### src/rtl/mb_link_pkg.sv
// Shared types and frame-field widths for the motherboard MCU SPI frame link.
package mb_link_pkg;

  localparam int unsigned ALEX_W = 48;
  localparam int unsigned LED_W  = 8;
  localparam int unsigned FCNT_W = 16;

  // 1 ms at 122.88 MHz with no completed frame declares the link dead
  localparam int unsigned DEF_TIMEOUT_CYCLES = 122880;
  localparam int unsigned DEF_ACK_FRAMES     = 8;

  typedef enum logic [1:0] {
    PK_IDLE    = 2'd0,
    PK_ARM     = 2'd1,
    PK_SENT    = 2'd2,
    PK_RELEASE = 2'd3
  } pk_state_e;

endpackage

### src/rtl/mb_load_sync.sv
// LOAD pin synchronizer with frame start/end detection and in-frame tracking.
module mb_load_sync (
  input  logic clock,
  input  logic reset_n,
  input  logic load_i,
  output logic fs_o,
  output logic fe_valid_o,
  output logic in_frame_o
);

  logic       sync1_q, sync2_q, prev_q;
  logic [1:0] vld_q;
  logic       armed_q;
  logic       fs_q, fe_q, in_frame_q;

  // Two-FF synchronizer, edge register and registered edge pulses (3 clocks pin to pulse).
  // A fall is only accepted once a real idle-high level has been seen, so a LOAD
  // held low through reset never opens a frame.
  always_ff @(posedge clock or negedge reset_n) begin
    if (!reset_n) begin
      sync1_q    <= 1'b1;
      sync2_q    <= 1'b1;
      prev_q     <= 1'b1;
      vld_q      <= 2'b00;
      armed_q    <= 1'b0;
      fs_q       <= 1'b0;
      fe_q       <= 1'b0;
      in_frame_q <= 1'b0;
    end else begin
      sync1_q <= load_i;
      sync2_q <= sync1_q;
      prev_q  <= sync2_q;
      vld_q   <= {vld_q[0], 1'b1};
      armed_q <= armed_q | (vld_q[1] & sync2_q);
      fs_q    <= armed_q & prev_q & ~sync2_q;
      fe_q    <= ~prev_q & sync2_q;
      if (fs_q) begin
        in_frame_q <= 1'b1;
      end else if (fe_q) begin
        in_frame_q <= 1'b0;
      end
    end
  end

  assign fs_o       = fs_q;
  assign fe_valid_o = fe_q & in_frame_q;
  assign in_frame_o = in_frame_q;

endmodule

### src/rtl/mb_spi_link_ctrl.sv
// FPGA-side sequencer for the MB MCU SPI frame link: frame-coherent commit of
// Alex/LED data, peak-detector clear handshake and link watchdog.
module mb_spi_link_ctrl
  import mb_link_pkg::*;
#(
  parameter int unsigned TIMEOUT_CYCLES = DEF_TIMEOUT_CYCLES,
  parameter int unsigned ACK_FRAMES     = DEF_ACK_FRAMES
) (
  input  logic              clock,
  input  logic              reset_n,
  input  logic              LOAD,
  input  logic              alex_wr,
  input  logic [ALEX_W-1:0] alex_wdata,
  input  logic [LED_W-1:0]  leds_in,
  input  logic              pk_req,
  input  logic              pk_detect_ack,
  output logic [ALEX_W-1:0] Alex_data,
  output logic              enable,
  output logic [LED_W-1:0]  leds,
  output logic              pk_detect_reset,
  output logic              pk_done,
  output logic              pk_fail,
  output logic              link_ok,
  output logic [FCNT_W-1:0] frame_count
);

  localparam int unsigned WD_W  = $clog2(TIMEOUT_CYCLES + 1);
  localparam int unsigned ACK_W = $clog2(ACK_FRAMES + 1);

  logic fs, fe_valid, in_frame;
  logic commit_c;

  logic [ALEX_W-1:0] stage_data_q;
  logic              stage_full_q;
  logic [ALEX_W-1:0] alex_data_q;
  logic              enable_q, en_started_q;
  logic [LED_W-1:0]  leds_q;
  logic [FCNT_W-1:0] frame_count_q;

  logic [WD_W-1:0]   wd_cnt_q, wd_cnt_d;
  logic              link_ok_q, link_ok_d;
  logic              link_fall_c;

  pk_state_e         pk_state_q;
  logic              pk_pend_q;
  logic [ACK_W-1:0]  ack_cnt_q;
  logic [ACK_W-1:0]  ack_cnt_nxt_c;
  logic              pk_reset_q, pk_done_q, pk_fail_q;

  mb_load_sync u_load_sync (
    .clock      (clock),
    .reset_n    (reset_n),
    .load_i     (LOAD),
    .fs_o       (fs),
    .fe_valid_o (fe_valid),
    .in_frame_o (in_frame)
  );

  // Commit only at a frame end or between frames, never on the frame-start cycle
  assign commit_c = fe_valid | (~in_frame & ~fs);

  // Staging register and frame-coherent commit of Alex word, enable flag and LEDs
  always_ff @(posedge clock or negedge reset_n) begin
    if (!reset_n) begin
      stage_data_q  <= '0;
      stage_full_q  <= 1'b0;
      alex_data_q   <= '0;
      enable_q      <= 1'b0;
      en_started_q  <= 1'b0;
      leds_q        <= '0;
      frame_count_q <= '0;
    end else begin
      if (alex_wr) begin
        stage_data_q <= alex_wdata;
        stage_full_q <= 1'b1;
      end else if (commit_c && stage_full_q) begin
        stage_full_q <= 1'b0;
      end
      if (commit_c) begin
        leds_q <= leds_in;
        if (stage_full_q) begin
          alex_data_q <= stage_data_q;
        end
      end
      // enable flags exactly the first frame that starts after a commit
      if (commit_c && stage_full_q) begin
        enable_q     <= 1'b1;
        en_started_q <= 1'b0;
      end else if (fe_valid && en_started_q) begin
        enable_q     <= 1'b0;
        en_started_q <= 1'b0;
      end else if (fs && enable_q) begin
        en_started_q <= 1'b1;
      end
      if (fe_valid) begin
        frame_count_q <= frame_count_q + FCNT_W'(1);
      end
    end
  end

  // Watchdog next state: saturating idle counter and link status
  always_comb begin
    wd_cnt_d  = wd_cnt_q;
    link_ok_d = link_ok_q;
    if (fe_valid) begin
      wd_cnt_d  = '0;
      link_ok_d = 1'b1;
    end else begin
      if (wd_cnt_q != WD_W'(TIMEOUT_CYCLES)) begin
        wd_cnt_d = wd_cnt_q + WD_W'(1);
      end
      if (wd_cnt_d == WD_W'(TIMEOUT_CYCLES)) begin
        link_ok_d = 1'b0;
      end
    end
  end

  assign link_fall_c = link_ok_q & ~link_ok_d;

  // Watchdog state register
  always_ff @(posedge clock or negedge reset_n) begin
    if (!reset_n) begin
      wd_cnt_q  <= '0;
      link_ok_q <= 1'b0;
    end else begin
      wd_cnt_q  <= wd_cnt_d;
      link_ok_q <= link_ok_d;
    end
  end

  // Frames seen since the request bit went out, including this cycle's frame end
  assign ack_cnt_nxt_c = ack_cnt_q + ACK_W'(fe_valid);

  // Peak-detector clear handshake; requests arriving while busy coalesce into pk_pend
  always_ff @(posedge clock or negedge reset_n) begin
    if (!reset_n) begin
      pk_state_q <= PK_IDLE;
      pk_pend_q  <= 1'b0;
      ack_cnt_q  <= '0;
      pk_reset_q <= 1'b0;
      pk_done_q  <= 1'b0;
      pk_fail_q  <= 1'b0;
    end else begin
      pk_done_q <= 1'b0;
      pk_fail_q <= 1'b0;
      if (pk_req && (pk_state_q != PK_IDLE)) begin
        pk_pend_q <= 1'b1;
      end
      if ((pk_state_q != PK_IDLE) && link_fall_c) begin
        pk_state_q <= PK_IDLE;
        pk_reset_q <= 1'b0;
        pk_fail_q  <= 1'b1;
      end else begin
        case (pk_state_q)
          PK_IDLE: begin
            if (pk_req || pk_pend_q) begin
              pk_state_q <= PK_ARM;
              pk_pend_q  <= 1'b0;
              pk_reset_q <= 1'b1;
            end
          end
          PK_ARM: begin
            if (fs) begin
              pk_state_q <= PK_SENT;
              ack_cnt_q  <= '0;
            end
          end
          PK_SENT: begin
            if (pk_detect_ack) begin
              pk_state_q <= PK_RELEASE;
              pk_reset_q <= 1'b0;
              ack_cnt_q  <= ack_cnt_nxt_c;
            end else if (fe_valid) begin
              if (ack_cnt_nxt_c == ACK_W'(ACK_FRAMES)) begin
                pk_state_q <= PK_IDLE;
                pk_reset_q <= 1'b0;
                pk_fail_q  <= 1'b1;
              end else begin
                ack_cnt_q <= ack_cnt_nxt_c;
              end
            end
          end
          PK_RELEASE: begin
            if (!pk_detect_ack) begin
              pk_state_q <= PK_IDLE;
              pk_done_q  <= 1'b1;
            end else if (fe_valid) begin
              if (ack_cnt_nxt_c == ACK_W'(ACK_FRAMES)) begin
                pk_state_q <= PK_IDLE;
                pk_fail_q  <= 1'b1;
              end else begin
                ack_cnt_q <= ack_cnt_nxt_c;
              end
            end
          end
          default: begin
            pk_state_q <= PK_IDLE;
            pk_reset_q <= 1'b0;
          end
        endcase
      end
    end
  end

  assign Alex_data       = alex_data_q;
  assign enable          = enable_q;
  assign leds            = leds_q;
  assign frame_count     = frame_count_q;
  assign link_ok         = link_ok_q;
  assign pk_detect_reset = pk_reset_q;
  assign pk_done         = pk_done_q;
  assign pk_fail         = pk_fail_q;

endmodule

### config.mk
export PLATFORM = sky130hd
export DESIGN_NAME = mb_spi_link_ctrl
export DESIGN_NICKNAME = d
export VERILOG_FILES = /design/src/rtl/mb_link_pkg.sv /design/src/rtl/mb_load_sync.sv /design/src/rtl/mb_spi_link_ctrl.sv
export SDC_FILE = /design/constraint.sdc
export NUM_CORES = 1
export LEC_CHECK = 0
export ABC_AREA = 1
export CAP_MARGIN = 10
export CORE_ASPECT_RATIO = 1.2
export CORE_MARGIN = 5
export CORE_UTILIZATION = 51
export DETAILED_ROUTE_END_ITERATION = 8
export HOLD_SLACK_MARGIN = 0.02
export PLACE_DENSITY = 0.8
export SYNTH_ARGS = -nofsm -noshare
export SYNTH_HDL_FRONTEND = slang
export SYNTH_SLANG_ARGS = --single-unit
### constraint.sdc
create_clock -name clock -period 3.4 [get_ports clock]
set_clock_uncertainty 0.2 [all_clocks]
set_input_delay 0.68 -clock clock [delete_from_list [all_inputs] [get_ports clock]]
set_output_delay 0.68 -clock clock [all_outputs]
set_load 0.005 [all_outputs]
==> results by group <==
Critical path
  • Critical path required time: ~3.5 ns
  • Crit-path slowest cell: o311ai_0
  • Cell chain of the critical path: nand2_2, inv_2, ha_1, ha_1, xor2_1, nor3_1, nand2_1, nor2_1, inv_1, o311ai_0
  • CP Launch Type: flip-flop
  • Critical Path Sink Type: flip-flop
  • Worst Path Buf+Inv: 2
  • Most used cell, CP: ha_1
  • Crit path max fanout: 10
  • Kind of cell adding the most delay to the critical path: simple AND/OR/NAND/NOR gates
  • CP max stage delay: roughly 0.42 ns
  • Critical setup path kind: reg2reg
  • Worst Path Arrival: between 2 and 3 ns

STA
  • Period utilization: 0.7515
  • Slew HR: 0.5380
  • Fmax achieved: about 0.39 GHz
  • Final Worst Setup Slack: around 0.84 ns
  • Final hold violations: 0
  • Slew Limit Fails: 0
  • Slew of the pin with the lowest slew margin: a little under 0.7 ns
  • Final setup violation count: 0
  • TNS Setup: 0 ns
  • Minimum clock period: around 2.6 ns
  • RSZ-0062 raised after global routing: false

CTS
  • CTS tree: built
  • Post_cts resized: 0
  • CTS H-tree depth: 4
  • Total clock sinks: 160
  • Cts hold-fix bufs: 0
  • Num CTS Buffers: 17
  • Root Buffer: clkbuf_16
  • Clk buf depth: 2
  • Clk pin slew, worst setup/hold paths: roughly 0.060 ns
  • Clock Latency Late Sink: between 0.4 and 0.5 ns
  • Post-CTS setup buffer count: 0

Routing
  • Antenna viol nets, final: 0
  • Via density: 4.882
  • DR WL/cell: about 14 µm
  • First-pass DRT Iterations: 5
  • DR iter-0 viols: 345
  • Vias: 5224
  • Post-Route WL: between 15000 and 20000 µm
  • Drt drc: 0

Synthesis
  • Synth Area in Compound Gates: 0.09798
  • Post-synthesis sequential area ratio: 0.5933
  • Main combinational cell family by area after synthesis: simple AND/OR/NAND/NOR gates
  • Warnings, synthesis: 0
  • Synth Flop Type: dfrtp_1
  • Post-Syn Area: slightly below 7000 µm²
  • Xor and xnor area share after synthesis: 0.02723
  • Synth Area in Adders: 0.009261
  • Yosys reg bits: 160
  • Gate Count Post-Synth: 750
  • Simple-Gate Fraction of Synth Area: 0.2041
  • Syn_nets: approximately 800
  • Unique cell type count in the Yosys netlist: 36
  • Syn avg cell area: approximately 9 µm²
  • FFs w/ async S/R, synth: 1.000
  • Post-synth EDFFs: 0
  • Multiplexer share of the synthesized area: 0

Layout
  • Layout cells sized above 1: 0.07650
  • Nets@finish: approximately 960
  • Non-filler cells, final: about 1100
  • Inserted Diodes: 0
  • Design area: just under 9000 µm²
  • Area Overhead vs Synth: 32.21%

Floorplan
  • Die footprint: between 15000 and 20000 µm²
  • Cell row count: 46
  • IO Pins: 139
  • DIE HEIGHT: ~140 µm
  • Initial Util: 0.5148
  • Core Area: between 10000 and 15000 µm²
  • Die width: between 100 and 150 µm

Global routing
  • Initial antenna violation count: 1
  • GR Util met1: 0.2615
  • Gr usage total: 0.2055
  • Vias in the first global route: approximately 5300
  • Gr busiest metal: met2
  • Met2 usage: 0.3259
  • Global-route wire length before repair: 25530 µm
  • Met3 Use GR: 0.07435
  • GRT Residual Overflow: 0
  • Largest net degree at the start of global routing: 98

Placement
  • Setup WS pre-CTS: roughly 0.95 ns
  • Placed inst area: around 8300 µm²
  • Placed cells: approximately 1000
  • Post-DP HPWL: approximately 11000 µm
  • Placer Congestion: just under 0.9
  • IO buf count: around 140

Pwr
  • Switching power share of the total: 0.2885
  • Tot Pwr: around 5.7 mW
  • Peak VDD IR: ~0.4 mV
  • Combinational cell fraction of total power: 0.231
  • Clk pwr share: 0.333
  • Power per cell area: 641.8 nW/µm²
  • Power Internal: just over 4 mW
  • Leak: between 4 and 5 nW
  • Psw: roughly 1.7 mW
  • Sequential share of power: 0.436

Outcome
  • Status: finished clean

Run
  • Maxcap violations: 0

Min path
  • Hold WC Path Type: in2async
[stage by stage]
step,hold slack [ns],utilization
finish,0.06423,0.6806
global route,0.1232,0.6806
CTS,0.1001,0.6806
detailed placement,0.1416,0.6348
global placement,0.1358,0.6348
floorplan,0.1312,-
[synth_stat cells (6+ instances only)]
cell        n  share of area
clkbuf_1   20          0.011
dfrtp_1   157           0.58
inv_1      93          0.052
nand2_1   207           0.12
nand2_2     6         0.0056
nand3_1    23          0.017
nand4_1     8         0.0074
nor2_1     49          0.027
nor2_2      7         0.0065
o21ai_0   105          0.078
xor2_1     16          0.021
[per-layer routing]
| layer | routed length, µm | vias up |
|---|---|---|
| met5 | 7 | - |
| met4 | 221 | 2 |
| li1 | - | 2632 |
| met3 | 1100 | 19 |
| met2 | 7300 | 136 |
| met1 | 6392 | 2435 |
[layout by cell type, fill, tap and decap left out, types with 4 or more instances in the layout]
cell,count
xor2_1,16
o21ai_1,4
dfrtp_1,157
o21bai_1,4
nand2_1,207
xnor2_1,5
nand3_1,23
nand3_2,4
clkdlybuf4s50_1,136
nor2_1,49
nand4_1,8
clkbuf_16,17
inv_1,92
a21oi_1,5
o21ai_0,105
nor2_2,7
ha_1,5
nor3_1,4
nand2_2,6
[final timing paths]
kind                                                start                             end  slack (ns)  cells after the start
max                            u_load_sync.fe_q$_DFF_PN0_               pk_fail$_DFF_PN0_        0.84                     10
min                                               reset_n       pk_state_q[1]$_DFFE_PN0P_        0.06                      1
max reg2reg                    u_load_sync.fe_q$_DFF_PN0_               pk_fail$_DFF_PN0_        0.84                     10
min reg2reg                u_load_sync.vld_q[0]$_DFF_PN0_  u_load_sync.vld_q[1]$_DFF_PN0_        0.16                      0
max in group asynchronous                         reset_n   u_load_sync.sync2_q$_DFF_PN1_        2.13                      2
min in group clock         u_load_sync.vld_q[0]$_DFF_PN0_  u_load_sync.vld_q[1]$_DFF_PN0_        0.16                      0
[registers in the layout, summed over array words and instances (netlist names), 2 cells and up]
register	cells
Alex_data	48
stage_data_q	48
wd_cnt_q	17
frame_count	16
leds	8
ack_cnt_q	4
pk_state_q	2
u_load_sync.vld_q	2
[logic make-up (layout without fill, tap and decap cells)]
group / Yosys count / after routing
AO/OA/AOI/OAI: 125 / 125
XOR/XNOR: 21 / 21
adder cells (fa/ha/maj): 5 / 5
buffers and inverters: 120 / 272
flip-flops: 160 / 160
other: 1 / 1
AND/OR/NAND/NOR: 318 / 318
[power groups by stage]
stage	clock (mW)	combinational, mW	sequential, mW
6_report	1.91	1.33	2.50
3_5_place_dp	0	1.34	2.51
2_1_floorplan	0	0.602	2.48
4_1_cts	1.95	1.35	2.50
5_1_grt	2.04	1.50	2.54
3_3_place_gp	0	1.31	2.51
[worst register-to-register path: cells and delay by family, from the launching register on]
family                     cells  cell delay, ns
buffers and inverters          2            0.19
AOI/OAI and AO/OA              1            0.42
and+or+nand+nor                4            0.64
xor gates and xnor gates       1            0.17
adders and majority gates      2            0.41
DFF                            1            0.38
[cell type report]
cell class                 instances  area, µm²
inverter                          96      361.6
timing repair buffer             144       1460
clock buffer                      22      474.2
fill                            1035       4192
tap                              168      210.2
sequential                       160       4008
multi-input combinational        470       2291
clock inverter                    10      126.4
No activity file was read; power rests on OpenSTA's default activity.
==> edit: new RTL, same flow settings <==
The package constant `ALEX_W` goes from 48 to 72.
--- a/src/rtl/mb_link_pkg.sv
+++ b/src/rtl/mb_link_pkg.sv
@@ -2,5 +2,5 @@
 package mb_link_pkg;
 
-  localparam int unsigned ALEX_W = 48;
+  localparam int unsigned ALEX_W = 72;
   localparam int unsigned LED_W  = 8;
   localparam int unsigned FCNT_W = 16;
Ports: changed (resized Alex_data and alex_wdata); port bits go from 139 to 187. No check against the original RTL was run, so the function may have changed too.
==> edit against the original RTL <==
Count of clock-buffer cells in the layout rose by 5. Synthesized area rose by 26%. Global-route usage rose by 0.36 points. Via count rose by 29%. Wire length rose by 32%. Power rose by 30%. Worst setup slack improved by 0.021 ns. Design area rose by 28%. Sequential cell count rose by 48.
==> edit: results (changes against the original RTL) <==
[critical_path]
cp_slowest_cell = dfrtp_1
cp-endpoint = ack_cnt_q[0]$_DFFE_PN0P_
reg2reg_depth = 11  ; +1
critPathArrivalTime_ns = 2.75  ; +0.13 ns
cp_slowest_stage_delay_ns = 0.38  ; -0.04 ns
path_max_fanout = 9  ; -1
r2r_slack_ns = 0.87  ; +0.02 ns
r2r-start = u_load_sync.fe_q$_DFF_PN0_
critical_path_class = reg2reg

[layout]
final_layout_size_suffix_gt1_share_pct = 6.420  ; -1.2 points
fillers = 1245  ; +20%
final_nets = 1212  ; +27%

[route]
wire_per_inst_um = 14.68  ; +4.5%
firstDrtPassIters = 6  ; +1
drcViolationCount = 0  ; unchanged
vias = 6722  ; +29%
drtIter0Drc = 362  ; +4.9%

[synth]
synth_mux_area_share_pct = 0  ; unchanged
synth_common_cells = 258 x nand2_1, 205 x dfrtp_1, 156 x o21ai_0
synth_compound_area_share_pct = 10.59  ; +0.79 points
synth_seq_area_share_pct = 61.31  ; +2.0 points
synth_area_leaders = dfrtp_1 60%, nand2_1 11%, o21ai_0 9.2%, inv_1 5.0%, nor2_1 2.5%
synth_xor_xnor_area_share_pct = 2.062  ; -0.66 points
syn_nets = 1024  ; +25%
synth_adder_area_share_pct = 0.7364  ; -0.19 points
yosys_warnings = 0  ; unchanged
synth_cell_types = 33  ; -8.3%

[clocking]
clkLatencyLatePin_ns = 0.50  ; +0.09 ns
cts_max_path_buffers = 3  ; +1
htreeDepth = 1  ; -3
clock-root-buffer = clkbuf_16
clkSlewWorstSetupHoldPaths_ns = 0.06  ; about the same
post_cts_resized = 0  ; unchanged
cts_buffers = 22  ; +5
cts_setup_buffers = 0  ; unchanged

[placement]
dp_slack_ns = 0.8550  ; -0.09563 ns
hpwlAfterDp_mm = 13.98  ; +32%
portBuffers = 186  ; +35%
place_congestion = 0.8708  ; -1.7%
place_area_um2 = 10630  ; +28%

[run_status]
status = completed

[power]
leakage_nw = 5.405  ; +26%
ir_drop_mv = 0.4641  ; +16%

[grt]
grt_max_degree = 87  ; -11%
track_usage_pct = 20.91  ; +0.36 points
antenna_found_initial = 1  ; unchanged
grt_pass1_wl_mm = 33.12  ; +30%
first_global_vias = 6816  ; +28%

[sta]
fin_crit_ns = 2.534  ; -0.02083 ns
timing.slew.headroom_pct = 53.42  ; -0.38 points

[min_path]
hold_path.class = in2async

==> edit: cell types whose count changed after synthesis, moves of 4 or more <==
cell / before / now
nand3b_1: 1 / 5
nand3_1: 23 / 29
o21ai_1: 4 / 0
o21ai_0: 105 / 156
nand2_1: 207 / 258
nand4_1: 8 / 12
dfrtp_1: 157 / 205
nor2_2: 7 / 3
clkbuf_1: 20 / 24
nor2_1: 49 / 56
inv_1: 93 / 113
==> edit: through the flow <==
step | total power, mW | instances
6_report | 7.475 | 1351
3_3_place_gp | 4.896 | 1309
5_1_grt | 7.914 | 1350
3_5_place_dp | 4.942 | 1309
4_1_cts | 7.557 | 1349
2_1_floorplan | 3.897 | 933
==> edit: final cells by class <==
type                       count  area [um2]  area share [%]
clock inverter                13       175.2           1.532
tap                          212       265.3           2.320
inverter                     116       436.7           3.819
timing repair buffer         197        2008           17.56
antenna                        2       5.005         0.04377
sequential                   208        5209           45.55
multi-input combinational    576        2715           23.74
clock buffer                  27       620.6           5.427
==> edit: how the worst min path moves through the flow <==
stage | startpoint | endpoint | slack, ns | cells past startpoint
after floorplan | u_load_sync.vld_q[0]$_DFF_PN0_ | u_load_sync.vld_q[1]$_DFF_PN0_ | 0.13 | 0
after global placement | u_load_sync.vld_q[0]$_DFF_PN0_ | u_load_sync.vld_q[1]$_DFF_PN0_ | 0.14 | 0
after detailed placement | u_load_sync.vld_q[0]$_DFF_PN0_ | u_load_sync.vld_q[1]$_DFF_PN0_ | 0.14 | 0
after CTS | reset_n | wd_cnt_q[11]$_DFF_PN0_ | 0.03 | 1
after global routing | reset_n | wd_cnt_q[11]$_DFF_PN0_ | 0.06 | 1
final | reset_n | wd_cnt_q[11]$_DFF_PN0_ | 0.006 | 1
==> edit: worst max-delay path, delay by kind of cell, from the launching register on <==
family / cells / cell delay [ns]
AOI/OAI and AO/OA: 3 / 0.51
DFF: 1 / 0.38
xor gates and xnor gates: 1 / 0.20
buffers and inverters: 2 / 0.31
and+or+nand+nor: 3 / 0.37
adders and majority gates: 2 / 0.48
==> edit: cell families after synthesis <==
family / Yosys count
other cells: 1
buf+inv: 149
fa+ha+maj: 5
simple gates: 377
flops: 208
xor+xnor: 20
compound gates: 173
==> edit: layer usage <==
metal | track usage (%) | share of wire, %
met5 | 0 | 0
met1 | 26.17 | 41
met2 | 34.07 | 48
met4 | 5.626 | 2.0
met3 | 8.254 | 9.7
==> edit: power breakdown <==
group | switching, mW | leakage [nW] | internal (mW) | total (mW)
Sequential | 0.289 | 2.60 | 2.92 | 3.21
Clock | 0.974 | 0.383 | 1.60 | 2.58
Combinational | 0.797 | 2.43 | 0.895 | 1.69
Total | 2.06 | 5.41 | 5.42 | 7.47
